--- config.mk ---
export PLATFORM = sky130hd
export DESIGN_NAME = game_turn_controller
export DESIGN_NICKNAME = d
export VERILOG_FILES = /design/src/rtl/game_pkg.sv /design/src/rtl/game_turn_controller_timer.sv /design/src/rtl/game_turn_controller.sv
export SDC_FILE = /design/constraint.sdc
export NUM_CORES = 1
export LEC_CHECK = 0
export ABC_AREA = 1
export CORE_MARGIN = 5
export CORE_UTILIZATION = 50
export DETAILED_ROUTE_END_ITERATION = 8
export GPL_TIMING_DRIVEN = 0
export PLACE_DENSITY = 0.71
export SLEW_MARGIN = 10
export SYNTH_ARGS = -nofsm -noshare
export SYNTH_HDL_FRONTEND = slang
export SYNTH_SLANG_ARGS = --single-unit
--- constraint.sdc ---
create_clock -name clk -period 2 [get_ports clk]
set_input_delay 0.4 -clock clk [delete_from_list [all_inputs] [get_ports clk]]
set_output_delay 0.4 -clock clk [all_outputs]
set_load 0.01 [all_outputs]
--- src/rtl/game_pkg.sv ---
// Shared encodings for the 3x3 game: cell/player codes, board size and FSM states.
// Used by the turn controller, the game-state memory and the renderer.
package game_pkg;

  localparam logic [1:0] EMPTY = 2'b00;
  localparam logic [1:0] P1    = 2'b01;
  localparam logic [1:0] P2    = 2'b10;

  localparam int         NUM_CELLS = 9;
  localparam logic [3:0] LAST_CELL = 4'(NUM_CELLS - 1);

  typedef enum logic [2:0] {
    ST_CLEAR = 3'd0,
    ST_WAIT  = 3'd1,
    ST_CHECK = 3'd2,
    ST_SCAN  = 3'd3,
    ST_WRITE = 3'd4,
    ST_EVAL  = 3'd5,
    ST_OVER  = 3'd6
  } turn_state_e;

  function automatic logic [1:0] other_player(input logic [1:0] p);
    return (p == P1) ? P2 : P1;
  endfunction

endpackage

--- src/rtl/game_turn_controller_timer.sv ---
// Per-turn cycle counter; counts while enabled and saturates at TURN_CYCLES-1.
// expired is asserted while the count sits at its terminal value.
module turn_timer
  #(
    parameter int TURN_CYCLES = 50_000_000
  )
  (
    input  logic clk,
    input  logic rst,
    input  logic clear,
    input  logic enable,
    output logic expired
  );

  localparam int         TW   = $clog2(TURN_CYCLES);
  localparam logic [TW-1:0] LAST = TW'(TURN_CYCLES - 1);

  logic [TW-1:0] count_reg;
  logic [TW-1:0] count_next;

  always_comb begin
    count_next = count_reg;
    if (clear) begin
      count_next = '0;
    end else if (enable && (count_reg != LAST)) begin
      count_next = count_reg + 1'b1;
    end
  end

  always_ff @(posedge clk) begin
    if (!rst) begin
      count_reg <= '0;
    end else begin
      count_reg <= count_next;
    end
  end

  assign expired = (count_reg == LAST);

endmodule

--- src/rtl/game_turn_controller.sv ---
// Turn sequencer for the 3x3 game: validates requested cells, issues the single write
// strobe, tracks the player to move, and auto-places on the first free cell on timeout.
module game_turn_controller
  import game_pkg::*;
  #(
    parameter int TURN_CYCLES = 50_000_000
  )
  (
    input  logic       clk,
    input  logic       rst,
    input  logic       new_game,
    input  logic       move_valid,
    input  logic [3:0] move_pos,
    output logic       move_ready,
    output logic       mem_w_e,
    output logic [3:0] mem_addr,
    output logic       mem_clr,
    input  logic [1:0] mem_rd_state,
    input  logic       win,
    input  logic       full,
    output logic [1:0] cur_player,
    output logic       game_over,
    output logic [1:0] winner,
    output logic       illegal,
    output logic       timeout
  );

  localparam logic [2:0] S_CLEAR = ST_CLEAR;
  localparam logic [2:0] S_WAIT  = ST_WAIT;
  localparam logic [2:0] S_CHECK = ST_CHECK;
  localparam logic [2:0] S_SCAN  = ST_SCAN;
  localparam logic [2:0] S_WRITE = ST_WRITE;
  localparam logic [2:0] S_EVAL  = ST_EVAL;
  localparam logic [2:0] S_OVER  = ST_OVER;

  logic [2:0] state_reg,  state_next;
  logic [1:0] player_reg, player_next;
  logic [3:0] addr_reg,   addr_next;
  logic       over_reg,   over_next;
  logic [1:0] winner_reg, winner_next;

  logic timer_clear;
  logic timer_enable;
  logic timer_expired;

  turn_timer #(
    .TURN_CYCLES (TURN_CYCLES)
  ) u_turn_timer (
    .clk     (clk),
    .rst     (rst),
    .clear   (timer_clear),
    .enable  (timer_enable),
    .expired (timer_expired)
  );

  assign timer_enable = (state_reg == S_WAIT);

  // new_game pre-empts every state, so illegal/timeout never pulse in that cycle.
  always_comb begin
    state_next  = state_reg;
    player_next = player_reg;
    addr_next   = addr_reg;
    over_next   = over_reg;
    winner_next = winner_reg;
    illegal     = 1'b0;
    timeout     = 1'b0;
    timer_clear = 1'b0;

    if (new_game) begin
      state_next  = S_CLEAR;
      player_next = P1;
      over_next   = 1'b0;
      winner_next = EMPTY;
      timer_clear = 1'b1;
    end else begin
      case (state_reg)
        S_CLEAR: begin
          state_next  = S_WAIT;
          timer_clear = 1'b1;
        end
        S_WAIT: begin
          if (move_valid) begin
            addr_next  = move_pos;
            state_next = S_CHECK;
          end else if (timer_expired) begin
            timeout    = 1'b1;
            addr_next  = 4'd0;
            state_next = S_SCAN;
          end
        end
        S_CHECK: begin
          // Rejection keeps the turn and the running timer.
          if ((addr_reg > LAST_CELL) || (mem_rd_state != EMPTY)) begin
            illegal    = 1'b1;
            state_next = S_WAIT;
          end else begin
            state_next = S_WRITE;
          end
        end
        S_SCAN: begin
          if (mem_rd_state == EMPTY) begin
            state_next = S_WRITE;
          end else if (addr_reg == LAST_CELL) begin
            over_next   = 1'b1;
            winner_next = EMPTY;
            state_next  = S_OVER;
          end else begin
            addr_next = addr_reg + 4'd1;
          end
        end
        S_WRITE: begin
          state_next = S_EVAL;
        end
        S_EVAL: begin
          if (win) begin
            over_next   = 1'b1;
            winner_next = player_reg;
            state_next  = S_OVER;
          end else if (full) begin
            over_next   = 1'b1;
            winner_next = EMPTY;
            state_next  = S_OVER;
          end else begin
            player_next = other_player(player_reg);
            timer_clear = 1'b1;
            state_next  = S_WAIT;
          end
        end
        S_OVER: begin
          state_next = S_OVER;
        end
        default: begin
          state_next = S_CLEAR;
        end
      endcase
    end
  end

  always_ff @(posedge clk) begin
    if (!rst) begin
      state_reg  <= S_CLEAR;
      player_reg <= P1;
      addr_reg   <= 4'd0;
      over_reg   <= 1'b0;
      winner_reg <= EMPTY;
    end else begin
      state_reg  <= state_next;
      player_reg <= player_next;
      addr_reg   <= addr_next;
      over_reg   <= over_next;
      winner_reg <= winner_next;
    end
  end

  // The clear strobe is held off while reset is asserted so it only fires after release.
  assign mem_clr    = (state_reg == S_CLEAR) && rst;
  assign move_ready = (state_reg == S_WAIT);
  assign mem_w_e    = (state_reg == S_WRITE);
  assign mem_addr   = addr_reg;
  assign cur_player = player_reg;
  assign game_over  = over_reg;
  assign winner     = winner_reg;

endmodule

==> key figures, run 1 <==
Run status
  – Outcome: finished clean

Logic synthesis
  – Synthesized area: roughly 2600 sq um
  – Syn nets: approximately 430
  – Post-Syn Instances: around 420
  – Netlist cell types: 26
  – Seq cells post-synth: 38
  – Sequential-to-total area share from yosys stat: 29.2%
  – Mean area per synthesized cell: 6.25 sq um
  – Syn. warnings: 0

Detailed routing
  – Initial DRC count: 213
  – Post-DR wirelength/cell: 11.6 um
  – DRT Wirelength: 6070 um
  – Drt pass-1 iters: 4
  – Top Metal Used: met4
  – Post-route ant nets: 0
  – DRT met1 WL: 2740 um
  – Routed length on met3: approximately 200 um
  – DR vias: about 2600
  – Routed length on met2: between 3000 and 4000 um
  – Total DRC errors in the routed layout: 0
  – DR vias/cell: a little under 5

STA
  – Final Max Slew Viols: 0
  – Period minus WS final: 1.90 ns
  – Worst slew margin: 65.5%
  – Fin. Hold Viols: 0
  – Slew @ Worst Pin: 0.515 ns
  – Final setup fails: 0
  – Peak Freq: 525 MHz
  – Final hold slack: between 0.4 and 0.5 ns
  – Tcrit/Tclk final: 95.2%
  – Layout Skew: 0.0114 ns

Finish
  – Max reg flops: 26
  – N_diodes: 0
  – Area grow syn2layout: 20.7%
  – Fin util: 62.0%
  – FF+latch area: 787 sq um
  – Share of post-route cells with drive strength above 1: 20.7%
  – Fill count: 507
  – Area occupied by multi-input gates: 1640 sq um
  – Most common library cell in the layout ignoring fill and taps: nand2_1
  – Final #Nets: 469
  – Most frequent cells in the layout: nand2_1 (145), nor2_1 (63), inv_1 (40), nand3_1 (27)

Floorplanning
  – Initial core utilization: 51.3%
  – Core Region: about 5000 sq um
  – Area of the die: just under 7000 sq um
  – Io pins: 26
  – Die Width: 82.2 um
  – Chip height: 82.2 um
  – FP Rows: 26

Clock network
  – Post-CTS Hold Fix Bufs: 0
  – H-Tree Depth: 2
  – CTS tree: built
  – Max Buffers Root-to-Sink: 2
  – Clk Latency, worst-skew pair: around 0.30 ns
  – Root Buffer: clkbuf_8
  – Total CTS buffers: 5
  – TritonCTS Sinks: 38
  – CTS clock-pin slew for the worst setup and hold paths: roughly 0.08 ns

Hold path
  – Class of the worst hold path: reg -> reg

Power
  – Cell area power density: 480 nW/um^2
  – Total Power: 0.00151 W
  – Leak: 1.16 nW
  – Max VDD drop: roughly 0.30 mV

Global routing
  – Initial antenna violation count: 0
  – Global-route wire length before repair: 10300 um
  – Gr ovfl total: 0
  – Largest net degree at the start of global routing: 13
  – Vias in the first global route: 2371
  – Global-route usage over all layers: between 10% and 20%

Setup path
  – CP Max Fanout: 7
  – Crit Path Class: reg -> out
  – WP data required: approximately 1.6 ns
  – CP endpoint kind: primary output
  – Arrival @ worst endpoint: 1.50 ns
  – Crit path launch type: flip-flop

Flow run
  – Max-cap check violation count: 0

Placement
  – Dpl hpwl: 4560 um
  – Final Wtd Congestion: 0.924
  – I/O Buffers: 25
metal layers:
layer / up-vias / GRT usage (%)
met5: - / 0
met4: 0 / 6.15
met3: 8 / 3.47
met2: 39 / 35.9
met1: 1149 / 22.9
li1: 1360 / -
logic make-up after synthesis:
family | Yosys count | share of synthesized area (%)
AO/OA/AOI/OAI | 42 | 10.8
XOR/XNOR | 16 | 5.38
adder cells (fa/ha/maj) | 3 | 1.44
buffers and inverters | 55 | 9.89
flip-flops | 38 | 29.2
AND/OR/NAND/NOR | 263 | 43.3
power breakdown:
| part | switching (W) | internal, W | total (W) | leakage (nW) |
|---|---|---|---|---|
| sequential | 0.00000901 | 0.000761 | 0.000770 | 0.316 |
| clock | 0.000290 | 0.000277 | 0.000567 | 0.0472 |
| combinational | 0.0000944 | 0.0000766 | 0.000171 | 0.793 |
| total | 0.000393 | 0.00112 | 0.00151 | 1.16 |
metrics by stage:
step	area (sq um)	TNS (ns)	cells	setup WS (ns)
finish	3150	0	525	0.0961
global placement	2940	-4.33	512	-0.268
floorplan	2610	0	417	0.373
detailed placement	2940	-4.96	512	-0.281
CTS	3090	0	521	0.0437
global route	3150	-0.0139	525	-0.0139
critical path, stage by stage, from the launching register on:
cell and delay, ns:
dfxtp_1 0.31, buf_4 0.15, nand2_2 0.08, nor2_4 0.13, nand2_2 0.08, nor2_4 0.13
nand2_4 0.07, nor3_2 0.11, buf_2 0.15
worst paths after layout:
kind	from	endpoint	slack (ns)	cells after the start
worst max-delay path	u_turn_timer.count_reg[2]	timeout	0.1	8
worst max register to register	u_turn_timer.count_reg[2]	u_turn_timer.count_reg[15]	0.23	8
worst min register to register	game_over	game_over	0.46	2
worst min-delay path	game_over	game_over	0.46	2
cells in the mapped netlist:
master / n / area share, %
nor2_1: 68 / 9.8
nor2_4: 4 / 1.7
nand2_1: 146 / 21
nor3_2: 2 / 0.77
o211ai_1: 1 / 0.29
nor3_1: 1 / 0.19
xor2_1: 14 / 4.7
ha_1: 3 / 1.4
nand2_4: 1 / 0.43
dfxtp_1: 38 / 29
o21ai_0: 7 / 1.3
buf_6: 5 / 2.2
inv_1: 40 / 5.8
nand2_8: 1 / 0.77
o21bai_1: 1 / 0.29
clkbuf_8: 1 / 0.53
xnor2_1: 2 / 0.67
a22oi_1: 1 / 0.29
nor2_2: 4 / 0.96
a21oi_2: 17 / 5.7
a21oi_1: 15 / 2.9
nand3_2: 2 / 0.77
nand2_2: 6 / 1.4
inv_2: 8 / 1.2
nand3_1: 28 / 5.4
buf_4: 1 / 0.29
repair_timing:
action / 4_1_cts / 5_1_grt
buffers inserted: 1 / 4
setup endpoints to repair: 4 / 23
pin swaps: 2 / 4
gates resized for setup: 34 / 8
endpoints found under the hold margin: 0 / 0
final cells by class:
| class | count | share of cell area [%] |
|---|---|---|
| buffer | 7 | 2.47 |
| clock buffer | 6 | 2.63 |
| clock inverter | 2 | 0.398 |
| inverter | 48 | 5.73 |
| multi-input combinational | 324 | 52.1 |
| sequential | 38 | 25.0 |
| tap | 70 | 2.78 |
| timing repair buffer | 30 | 8.87 |
No activity file was read; power rests on OpenSTA's default activity.
==> inputs of run 2 (changes only) <==
--- a/config.mk
+++ b/config.mk
@@ -11,7 +11,6 @@
 export DETAILED_ROUTE_END_ITERATION = 8
 export GPL_TIMING_DRIVEN = 0
 export PLACE_DENSITY = 0.71
-export SLEW_MARGIN = 10
 export SYNTH_ARGS = -nofsm -noshare
 export SYNTH_HDL_FRONTEND = slang
 export SYNTH_SLANG_ARGS = --single-unit
==> results of run 2 <==
No change in the layout: final DEF, timing and power equal those of run 1.
